--- src/rtl/seq_divider.sv ---
// Sequential unsigned restoring divider, one quotient bit per clock.
// Optional macro DIV_ZERO_CHECK_EN: zero divisor finishes on the capture edge.
module seq_divider #(
    parameter int WIDTH = 8
) (
    input  logic             clk,
    input  logic             reset,
    input  logic             start,
    input  logic [WIDTH-1:0] dividend,
    input  logic [WIDTH-1:0] divisor,
    output logic [WIDTH-1:0] quotient,
    output logic [WIDTH-1:0] remainder,
    output logic             done,
    output logic             busy,
    output logic             div_by_zero
);

    localparam int CW = $clog2(WIDTH + 1);

    typedef enum logic [1:0] {
        S_IDLE,
        S_CALC,
        S_DONE
    } state_t;

    state_t           state_q, state_d;
    logic [WIDTH-1:0] a_q, a_d;
    logic [WIDTH-1:0] q_q, q_d;
    logic [WIDTH-1:0] m_q, m_d;
    logic [CW-1:0]    cnt_q, cnt_d;
    logic [WIDTH-1:0] quot_q, quot_d;
    logic [WIDTH-1:0] rem_q, rem_d;
    logic             done_q, done_d;
    logic             busy_q, busy_d;
`ifdef DIV_ZERO_CHECK_EN
    logic             dbz_q, dbz_d;
`endif

    // Partial remainder never exceeds the divisor, so A fits in WIDTH bits
    // between steps; only the shifted trial value needs the extra bit.
    logic [WIDTH:0]   sa;
    logic [WIDTH:0]   t;
    logic [WIDTH-1:0] a_nx;
    logic [WIDTH-1:0] q_nx;

    assign sa   = {a_q, q_q[WIDTH-1]};
    assign t    = sa - {1'b0, m_q};
    assign a_nx = t[WIDTH] ? sa[WIDTH-1:0] : t[WIDTH-1:0];
    assign q_nx = {q_q[WIDTH-2:0], ~t[WIDTH]};

    always_comb begin
        state_d = state_q;
        a_d     = a_q;
        q_d     = q_q;
        m_d     = m_q;
        cnt_d   = cnt_q;
        quot_d  = quot_q;
        rem_d   = rem_q;
        done_d  = done_q;
        busy_d  = busy_q;
`ifdef DIV_ZERO_CHECK_EN
        dbz_d   = dbz_q;
`endif
        unique case (state_q)
            S_IDLE: begin
                if (start) begin
`ifdef DIV_ZERO_CHECK_EN
                    if (divisor == '0) begin
                        quot_d  = '1;
                        rem_d   = dividend;
                        dbz_d   = 1'b1;
                        done_d  = 1'b1;
                        busy_d  = 1'b0;
                        state_d = S_DONE;
                    end else begin
                        dbz_d   = 1'b0;
`endif
                        a_d     = '0;
                        q_d     = dividend;
                        m_d     = divisor;
                        cnt_d   = CW'(WIDTH);
                        done_d  = 1'b0;
                        busy_d  = 1'b1;
                        state_d = S_CALC;
`ifdef DIV_ZERO_CHECK_EN
                    end
`endif
                end
            end
            S_CALC: begin
                a_d   = a_nx;
                q_d   = q_nx;
                cnt_d = cnt_q - CW'(1);
                if (cnt_q == CW'(1)) begin
                    quot_d  = q_nx;
                    rem_d   = a_nx;
                    done_d  = 1'b1;
                    busy_d  = 1'b0;
                    state_d = S_DONE;
                end
            end
            S_DONE: begin
                // Require start low for a cycle before re-arming.
                if (!start) state_d = S_IDLE;
            end
            default: state_d = S_IDLE;
        endcase
    end

    always_ff @(posedge clk or negedge reset) begin
        if (!reset) begin
            state_q <= S_IDLE;
            a_q     <= '0;
            q_q     <= '0;
            m_q     <= '0;
            cnt_q   <= '0;
            quot_q  <= '0;
            rem_q   <= '0;
            done_q  <= 1'b0;
            busy_q  <= 1'b0;
`ifdef DIV_ZERO_CHECK_EN
            dbz_q   <= 1'b0;
`endif
        end else begin
            state_q <= state_d;
            a_q     <= a_d;
            q_q     <= q_d;
            m_q     <= m_d;
            cnt_q   <= cnt_d;
            quot_q  <= quot_d;
            rem_q   <= rem_d;
            done_q  <= done_d;
            busy_q  <= busy_d;
`ifdef DIV_ZERO_CHECK_EN
            dbz_q   <= dbz_d;
`endif
        end
    end

    assign quotient  = quot_q;
    assign remainder = rem_q;
    assign done      = done_q;
    assign busy      = busy_q;
`ifdef DIV_ZERO_CHECK_EN
    assign div_by_zero = dbz_q;
`else
    assign div_by_zero = 1'b0;
`endif

endmodule

--- config.mk ---
export PLATFORM = sky130hd
export DESIGN_NAME = seq_divider
export DESIGN_NICKNAME = d
export VERILOG_FILES = /design/src/rtl/seq_divider.sv
export SDC_FILE = /design/constraint.sdc
export NUM_CORES = 1
export LEC_CHECK = 0
export CORE_MARGIN = 4
export CORE_UTILIZATION = 36
export CTS_BUF_LIST = sky130_fd_sc_hd__clkbuf_4 sky130_fd_sc_hd__clkbuf_8 sky130_fd_sc_hd__clkbuf_16
export CTS_CLUSTER_SIZE = 10
export DETAILED_ROUTE_END_ITERATION = 16
export GPL_TIMING_DRIVEN = 0
export MAX_ROUTING_LAYER = met4
export PLACE_DENSITY = 0.67
export SLEW_MARGIN = 20
export SYNTH_ARGS = -nofsm -noshare
export SYNTH_HDL_FRONTEND = slang
export SYNTH_SLANG_ARGS = --single-unit
--- constraint.sdc ---
create_clock -name clk -period 4.37 [get_ports clk]
set_clock_uncertainty 0.05 [all_clocks]
set_input_delay 0.874 -clock clk [delete_from_list [all_inputs] [get_ports clk]]
set_output_delay 0.874 -clock clk [all_outputs]
set_load 0.02 [all_outputs]
==> reports/metrics.csv, run 1 <==
metric;value;unit
seqCellArea;1200;um2
vdd.ir_drop.worst;261;uV
viasPerCell;4.99;
antenna_found_initial;0;
grt_pass1_wl;9350;um
h-tree-depth;2;
hold_depth;2;
wl_per_cell;14.3;um
synth-simple-area-share;16.3;%
drt_iter0_drc;58;
numCtsBuffers;5;
p_leak;0.00135;uW
crit_path_end_kind;register;
grt_usage;14.4;%
synth_top_flop_cell;dfrtp_1;
hpwl;4030;um
cp_num_cells;10;
worstPathMaxFanout;10;
max_freq;359;MHz
synth_fa_ha_area_share;5.91;%
mostFrequentLayoutCells;nand2_1, dfrtp_1, clkdlybuf4s50_1;
worstMarginPinSlew;0.548;ns
cp_num_buf_inv;3;
grt_max_degree;29;
worst_path_most_repeated_cell;inv_1;
yosysTopAreaCellShare;48.9;%
synth.area.top_cells;dfrtp_1, nand2_1, ha_1, mux2i_1, o21ai_0;
synth_top_area_cell;dfrtp_1;
grt_pass1_vias;1977;
slew-limit-headroom;63.5;%
powerDensity;910;nW/um2
gp_congestion;0.846;
synth_cell_type_count;45;
dpl_cell_area;2930;um2
drc;0;
totalWireLength;5350;um
initial_utilization;37.8;%
syn_area;2460;um2
dieArea;8210;um2
post-route-period-util;63.7;%
cp_slowest_cell;fa_1;
netlist_instances;253;
drt_first_pass_iters;4;
holdBufCountCts;0;
syn-num-nets;283;
postCtsSetupRepairBufs;0;
die_x;90.6;um
ys_seq_area_share;48.9;%
final.setup.worst_slack;1.59;ns
port_buffers;36;
async_flop_share;100;%
layout-drive-gt1-share;7.38;%
critical_path_required;4.50;ns
slew_viol_final;0;
synth_xor_area_share;1.78;%
synth_warnings;0;
synth_top_family_by_area;compound AO/OA/AOI/OAI gates;
antenna_left;0;
fillers;611;
cp_top_family;compound AO/OA/AOI/OAI gates;
vias;1871;
multi_input_area;1160;um2
min_period;2.78;ns
gr-total-overflow;0;
crit_type;register to register;
rsz0062_at_grt;false;
setup-tns-final;0;ns
synthMuxAreaShare;6.26;%
final_nets;327;
max-clock-path-buffers;2;
pin_count;38;
cts-root-buf;clkbuf_8;
core_area;6490;um2
cts_tree;yes;
antennaDiodeCount;0;
design_area;3040;um2
place_ws;1.37;ns
start_kind;register;
max_cap_violations;0;
hold_path.class;register to register;
insertion_delay;0.31;ns
fp.dieH;90.6;um
cpPeakStageDelay;0.43;ns
mostFrequentLayoutCell;nand2_1;
outcome;complete, no violations;
crit_chain;inv_1 -> ha_1 -> inv_1 -> fa_1 -> a211oi_4 -> o211ai_2 -> a221oi_4 -> buf_6 -> mux2i_1 -> o21ai_1;
synth_compound_area_share;16.9;%
synth_edf_count;0;
cts.sinks;48;
avgSynthCellArea;9.71;um2
rows;29;
cp_data_arrival_time;2.91;ns
finalSetupViolCount;0;
reg2regPathDepth;10;
clk_pin_slew_worst_paths;0.10;ns
finalHoldViolCount;0;
cts_resized;0;
ys_ff_latch;48;
area_delta_synth_final;23.7;%
synth_stat cells, types with 2 or more instances:
cell type  instances
xor2_1             4
nor3_1             2
o21ai_0           23
dfrtp_1           48
o21ai_1           12
nand3b_1           2
ha_1              10
mux2_2             3
mux2i_1           12
o211ai_1           2
a211oi_1           2
inv_1             11
nor2_1             9
a21oi_1            8
nand2_1           61
nand2b_1           5
clkbuf_1           8
nor2b_1            4
worst register-to-register path: cells and delay by family (launching register included):
family / cells / cell delay [ns]
AO/OA/AOI/OAI: 4 / 0.96
adder cells (fa/ha/maj): 2 / 0.60
buffers and inverters: 3 / 0.35
flip-flops: 1 / 0.39
multiplexers: 1 / 0.32
stage by stage:
| step | std cells | total power (uW) | util (%) | hold WS [ns] |
|---|---|---|---|---|
| 6_report | 375 | 2770 | 46.8 | 0.436 |
| 5_1_grt | 375 | 3020 | 46.8 | 0.465 |
| 4_1_cts | 375 | 2800 | 46.8 | 0.444 |
| 3_5_place_dp | 367 | 2460 | 45.1 | 0.412 |
| 3_3_place_gp | 366 | 2420 | 44.9 | 0.414 |
| 2_1_floorplan | 253 | 2020 | - | 0.400 |
logic make-up (layout without fill, tap and decap cells):
group,Yosys count,count (layout)
adder cells (fa/ha/maj),11,11
flip-flops,48,48
AND/OR/NAND/NOR,91,91
AO/OA/AOI/OAI,60,60
multiplexers,15,15
buffers and inverters,22,67
XOR/XNOR,5,5
other,1,1
routing by layer:
| layer | track usage (%) | wire length [um] | share of wire (%) |
|---|---|---|---|
| met5 | - | 0 | 0 |
| met1 | 17.7 | 2450 | 46 |
| met3 | 3.17 | 208 | 3.9 |
| met4 | 3.83 | 67 | 1.3 |
| met2 | 24.0 | 2620 | 49 |
power by group:
part,internal [uW],total (uW),switching [uW]
Combinational,726,1630,909
Sequential,661,808,147
Clock,169,326,156
Total,1560,2770,1210
worst paths after layout:
check,start,endpoint,slack [ns]
worst min-delay path,quotient[6]$_DFFE_PN0P_,quotient[6]$_DFFE_PN0P_,0.44
min in group asynchronous,reset,quotient[5]$_DFFE_PN0P_,0.47
worst min register to register,quotient[6]$_DFFE_PN0P_,quotient[6]$_DFFE_PN0P_,0.44
max in group asynchronous,reset,m_q[4]$_DFFE_PN0P_,3.28
worst max register to register,q_q[7]$_DFFE_PN0P_,remainder[4]$_DFFE_PN0P_,1.59
worst max-delay path,q_q[7]$_DFFE_PN0P_,remainder[4]$_DFFE_PN0P_,1.59
registers in the layout, summed over array words and instances, names as in the netlist:
name	flops
remainder	8
cnt_q	4
quotient	8
a_q	8
q_q	8
busy	1
done	1
state_q	2
m_q	8
layout make-up:
class / instances / share of cell area, %
Sequential cell: 48 / 39.5
Multi-Input combinational cell: 183 / 38.2
Timing Repair Buffer: 37 / 12.3
Tap cell: 77 / 3.17
Clock buffer: 5 / 2.26
Buffer: 11 / 1.73
Clock inverter: 3 / 1.40
Inverter: 11 / 1.36
Note: power is estimated with default switching activity, not from simulation.
==> inputs of run 2 (changes only) <==
- PLACE_DENSITY: 0.67 -> 0.69
- clock period: 4.37 -> 2.4 ns (I/O delays scaled with it)
==> reports/metrics.csv, run 2 (synthesis results as in run 1) <==
metric;value;unit;change
outcome;complete, but fails checks;;was complete, no violations
violations;setup timing;;
cp_data_arrival_time;2.73;ns;was 2.91 ns
hpwl;4130;um;was 4030 um
initial_utilization;37.8;%;unchanged
grt_pass1_vias;2028;;was 1,977
clk_pin_slew_worst_paths;0.10;ns;about the same
min_period;2.61;ns;was 2.78 ns
worstMarginPinSlew;0.660;ns;was 0.548 ns
slew-limit-headroom;56.0;%;was 63.5%
cp_slowest_cell;dfrtp_1;;was fa_1
worstPathMaxFanout;6;;was 10
hold_path.class;input pin to asynchronous set/reset pin;;was register to register
drt_first_pass_iters;4;;unchanged
cp_num_buf_inv;3;;unchanged
area_delta_synth_final;30.9;%;was 23.7%
vias;1969;;was 1,871
mostFrequentLayoutCells;nand2_1, dfrtp_1, clkdlybuf4s50_1;;unchanged
final.setup.worst_slack;-0.205;ns;was 1.59 ns
crit_chain;inv_2 -> ha_4 -> inv_2 -> fa_2 -> a211oi_4 -> o211ai_2 -> a221oi_4 -> buf_6 -> mux2i_4 -> o21ai_1;;was inv_1 -> ha_1 -> inv_1 -> fa_1 -> a211oi_4 -> o211ai_2 -> a221oi_4 -> buf_6 -> mux2i_1 -> o21ai_1
rows;29;;unchanged
max_cap_violations;0;;unchanged
core_area;6490;um2;unchanged
cts_tree;yes;;unchanged
layout-drive-gt1-share;14.4;%;was 7.38%
antenna_left;0;;unchanged
antenna_found_initial;0;;unchanged
cts-root-buf;clkbuf_8;;unchanged
port_buffers;36;;unchanged
finalHoldViolCount;0;;unchanged
holdBufCountCts;0;;unchanged
grt_pass1_wl;9930;um;was 9350 um
cp_top_family;compound AO/OA/AOI/OAI gates;;unchanged
wl_per_cell;15.2;um;was 14.3 um
h-tree-depth;2;;unchanged
worst_path_most_repeated_cell;inv_2;;was inv_1
fp.dieH;90.6;um;unchanged
gp_congestion;0.867;;was 0.846
fillers;606;;was 611
start_kind;register;;unchanged
cts.sinks;48;;unchanged
cpPeakStageDelay;0.40;ns;was 0.43 ns
gr-total-overflow;0;;unchanged
crit_path_end_kind;register;;unchanged
place_ws;-0.365;ns;was 1.37 ns
mostFrequentLayoutCell;nand2_1;;unchanged
totalWireLength;5820;um;was 5350 um
slew_viol_final;0;;unchanged
drt_iter0_drc;89;;was 58
antennaDiodeCount;0;;unchanged
viasPerCell;5.15;;was 4.99
post-route-period-util;109;%;was 63.7%
drc;0;;unchanged
die_x;90.6;um;unchanged
critical_path_required;2.52;ns;was 4.50 ns
finalSetupViolCount;17;;was 0
max-clock-path-buffers;2;;unchanged
grt_usage;15.3;%;was 14.4%
insertion_delay;0.31;ns;about the same
rsz0062_at_grt;true;;was false
numCtsBuffers;5;;unchanged
pin_count;38;;unchanged
grt_max_degree;33;;was 29
max_freq;384;MHz;was 359 MHz
dieArea;8210;um2;unchanged
crit_type;register to register;;unchanged
final_nets;334;;was 327
[run 2: cell types whose count changed in the layout (fill, tap and decap cells not counted), sizes merged]
cell,before,now
buf,5,12
[run 2: layer usage]
layer | share of wire [%] | global-route usage (%)
met5 | 0 | -
met3 | 3.2 | 2.83
met2 | 49 | 23.8
met1 | 45 | 19.6
met4 | 2.1 | 6.51
[run 2: timing repair]
action,CTS,global route
gates cloned,0,0
resized for setup,20,7
buffers inserted,4,3
hold endpoints to repair,0,0
setup endpoints to repair,18,25
pin swaps,10,5
[run 2: cell type report]
type                    instances  area [um2]  share of cell area [%]
plain buffers                  11        53.8                    1.67
inverters                      11        41.3                    1.28
well taps                      77        96.3                    3.00
repair buffers                 44         448                    13.9
flip-flops and latches         48        1200                    37.4
clock buffers                   5        68.8                    2.14
clock inverters                 3        42.5                    1.32
multi-input cells             183        1260                    39.3
[run 2: through the flow]
stage	utilization (%)	setup TNS (ns)	hold WS (ns)	std cells	instance area [um2]
floorplan	-	-0.0967	0.134	253	2460
global placement	44.9	-34.71	0.414	366	2920
detailed placement	45.1	-6.13	0.387	367	2930
CTS	48.8	-2.40	0.0559	379	3170
global route	49.5	-4.17	0.0597	382	3220
finish	49.5	-2.48	0.0389	382	3220
[run 2: worst paths after layout]
| check | startpoint | to | slack, ns | cells past startpoint |
|---|---|---|---|---|
| setup / recovery | q_q[7]$_DFFE_PN0P_ | remainder[4]$_DFFE_PN0P_ | -0.21 | 10 |
| hold / removal | reset | quotient[1]$_DFFE_PN0P_ | 0.04 | 1 |
| setup reg to reg | q_q[7]$_DFFE_PN0P_ | remainder[4]$_DFFE_PN0P_ | -0.21 | 10 |
| hold reg to reg | remainder[0]$_DFFE_PN0P_ | remainder[0]$_DFFE_PN0P_ | 0.43 | 2 |
| max in group asynchronous | reset | cnt_q[2]$_DFFE_PN0P_ | 1.75 | 2 |
| min in group clk | remainder[0]$_DFFE_PN0P_ | remainder[0]$_DFFE_PN0P_ | 0.43 | 2 |
Power of run 2 is left out: the tool's default activity adds up to more than one toggle a clock period on the data nets, which glitch-free logic cannot reach.
==> inputs of run 3 (changes only) <==
- SLEW_MARGIN: 20 -> 15
==> reports/metrics.csv, run 3 (synthesis results as in run 1) <==
metric;value;unit;change
max_freq;385;MHz;was 384 MHz
start_kind;register;;unchanged
vdd.ir_drop.worst;575;uV;
final.setup.worst_slack;-0.194;ns;was -0.205 ns
viasPerCell;5.06;;was 5.15
port_buffers;36;;unchanged
hold_path.class;input pin to asynchronous set/reset pin;;unchanged
critical_path_required;2.51;ns;was 2.52 ns
cts.sinks;48;;unchanged
layout-drive-gt1-share;14.5;%;was 14.4%
setup-tns-final;-2.20;ns;was -2.48 ns
h-tree-depth;2;;unchanged
min_period;2.59;ns;was 2.61 ns
grt_pass1_wl;9390;um;was 9930 um
grt_max_degree;35;;was 33
slew_viol_final;0;;unchanged
dieArea;8210;um2;unchanged
rows;29;;unchanged
worst_path_most_repeated_cell;inv_2;;unchanged
cp_num_buf_inv;3;;unchanged
rsz0062_at_grt;true;;unchanged
cts-root-buf;clkbuf_8;;unchanged
gr-total-overflow;0;;unchanged
grt_util_met1;18.7;%;was 19.6%
final_nets;333;;was 334
gp_congestion;0.867;;unchanged
die_x;90.6;um;unchanged
cp_slowest_cell;dfrtp_1;;unchanged
totalPowerFinal;5800;uW;
violations;setup timing;;unchanged
mostFrequentLayoutCell;nand2_1;;unchanged
pin_count;38;;unchanged
outcome;complete, but fails checks;;unchanged
cp_top_family;compound AO/OA/AOI/OAI gates;;unchanged
area_delta_synth_final;30.1;%;was 30.9%
crit_chain;inv_2 -> ha_4 -> inv_2 -> fa_2 -> a211oi_4 -> o211ai_2 -> a221oi_4 -> buf_6 -> mux2i_4 -> o21ai_2;;was inv_2 -> ha_4 -> inv_2 -> fa_2 -> a211oi_4 -> o211ai_2 -> a221oi_4 -> buf_6 -> mux2i_4 -> o21ai_1
worstMarginPinSlew;0.685;ns;was 0.660 ns
max_cap_violations;0;;unchanged
hpwl;4130;um;about the same
core_area;6490;um2;unchanged
p_leak;0.00140;uW;
numCtsBuffers;5;;unchanged
fillers;616;;was 606
slew-limit-headroom;54.3;%;was 56.0%
powerDensity;1820;nW/um2;
drt_iter0_drc;82;;was 89
cp_data_arrival_time;2.71;ns;was 2.73 ns
reg2regPathDepth;10;;unchanged
worstPathMaxFanout;7;;was 6
timing.critical_path.from;q_q[7]$_DFFE_PN0P_;;unchanged
cpPeakStageDelay;0.39;ns;was 0.40 ns
mostFrequentLayoutCells;nand2_1, dfrtp_1, clkdlybuf4s50_1;;unchanged
place_ws;-0.350;ns;was -0.365 ns
drc;0;;unchanged
finalHoldViolCount;0;;unchanged
reg2reg_to;remainder[2]$_DFFE_PN0P_;;was remainder[4]$_DFFE_PN0P_
whs;0.0241;ns;was 0.0389 ns
initial_utilization;37.8;%;unchanged
max-clock-path-buffers;2;;unchanged
use_met2;22.7;%;was 23.8%
vias;1928;;was 1,969
finalSetupViolCount;18;;was 17
cts_tree;yes;;unchanged
antenna_left;0;;unchanged
insertion_delay;0.30;ns;was 0.31 ns
grt_pass1_vias;1941;;was 2,028
use_met3;3.33;%;was 2.83%
r2r_start;q_q[7]$_DFFE_PN0P_;;unchanged
wl_per_cell;14.9;um;was 15.2 um
post-route-period-util;108;%;was 109%
crit_type;register to register;;unchanged
clk_pin_slew_worst_paths;0.09;ns;was 0.10 ns
busiest_layer;met2;;unchanged
fp.dieH;90.6;um;unchanged
grt_usage;14.4;%;was 15.3%
totalWireLength;5680;um;was 5820 um
antennaDiodeCount;0;;unchanged
reg2reg_slack;-0.19;ns;was -0.21 ns
drt_first_pass_iters;4;;unchanged
crit_path_end_kind;register;;unchanged
antenna_found_initial;0;;unchanged
==> run 3: cell count changes in the layout (fill, tap and decap cells not counted) <==
cell        previous run  this run
mux2i_4                4         3
mux2i_2                1         2
o21ai_1               12        10
nand2_1               59        60
buf_12                 2         1
clkinv_4               0         1
clkinv_2               1         0
clkbuf_8               5         6
clkinvlp_4             1         0
nand2_4                2         1
o21ai_2                2         4
==> run 3: worst max path at each step <==
stage | cells past startpoint | end
global route | 10 | remainder[2]$_DFFE_PN0P_
detailed placement | 10 | remainder[4]$_DFFE_PN0P_
global placement | 1 | quotient[6]$_DFFE_PN0P_
finish | 10 | remainder[2]$_DFFE_PN0P_
CTS | 10 | remainder[2]$_DFFE_PN0P_
floorplan | 10 | remainder[2]$_DFFE_PN0P_
==> run 3: final cells by class <==
cell class	instances	area (um2)	share of cell area, %
Multi-Input combinational cell	183	1250	39.3
Tap cell	77	96.3	3.01
Sequential cell	48	1200	37.6
Inverter	11	41.3	1.29
Buffer	11	53.8	1.68
Timing Repair Buffer	43	428	13.4
Clock buffer	6	82.6	2.58
Clock inverter	2	38.8	1.21
==> run 3: metrics by stage <==
| step | instances | cell area [um2] | utilization [%] |
|---|---|---|---|
| after CTS | 379 | 3140 | 48.4 |
| after global routing | 381 | 3200 | 49.2 |
| after detailed placement | 367 | 2930 | 45.1 |
| after global placement | 366 | 2920 | 44.9 |
| final | 381 | 3200 | 49.2 |
| after floorplan | 253 | 2460 | - |
==> run 3: per-layer routing <==
metal	wire [um]	part of all wire, %
met3	210	3.7
met4	70	1.2
met2	2790	49
met5	0	0
met1	2610	46
==> run 3: worst register-to-register path: stages (launching register included) <==
cell and delay, ns:
dfrtp_1 0.39, inv_2 0.08, ha_4 0.14, inv_2 0.04
fa_2 0.36, a211oi_4 0.31, o211ai_2 0.13, a221oi_4 0.38
buf_6 0.22, mux2i_4 0.28, o21ai_2 0.08
==> run 3: report_power, final <==
part	internal, uW	switching, uW	leakage (uW)
clock network	341	288	0.0000614
logic	1760	1920	0.000743
registers	1200	295	0.000594
total	3300	2500	0.00140
==> run 3: repair_timing <==
| item | CTS | global route |
|---|---|---|
| buffers inserted | 4 | 2 |
| pin swaps | 9 | 6 |
| gates resized for setup | 15 | 11 |
| setup endpoints to repair | 18 | 25 |
| hold buffers | 0 | 0 |
| hold endpoints to repair | 0 | 0 |
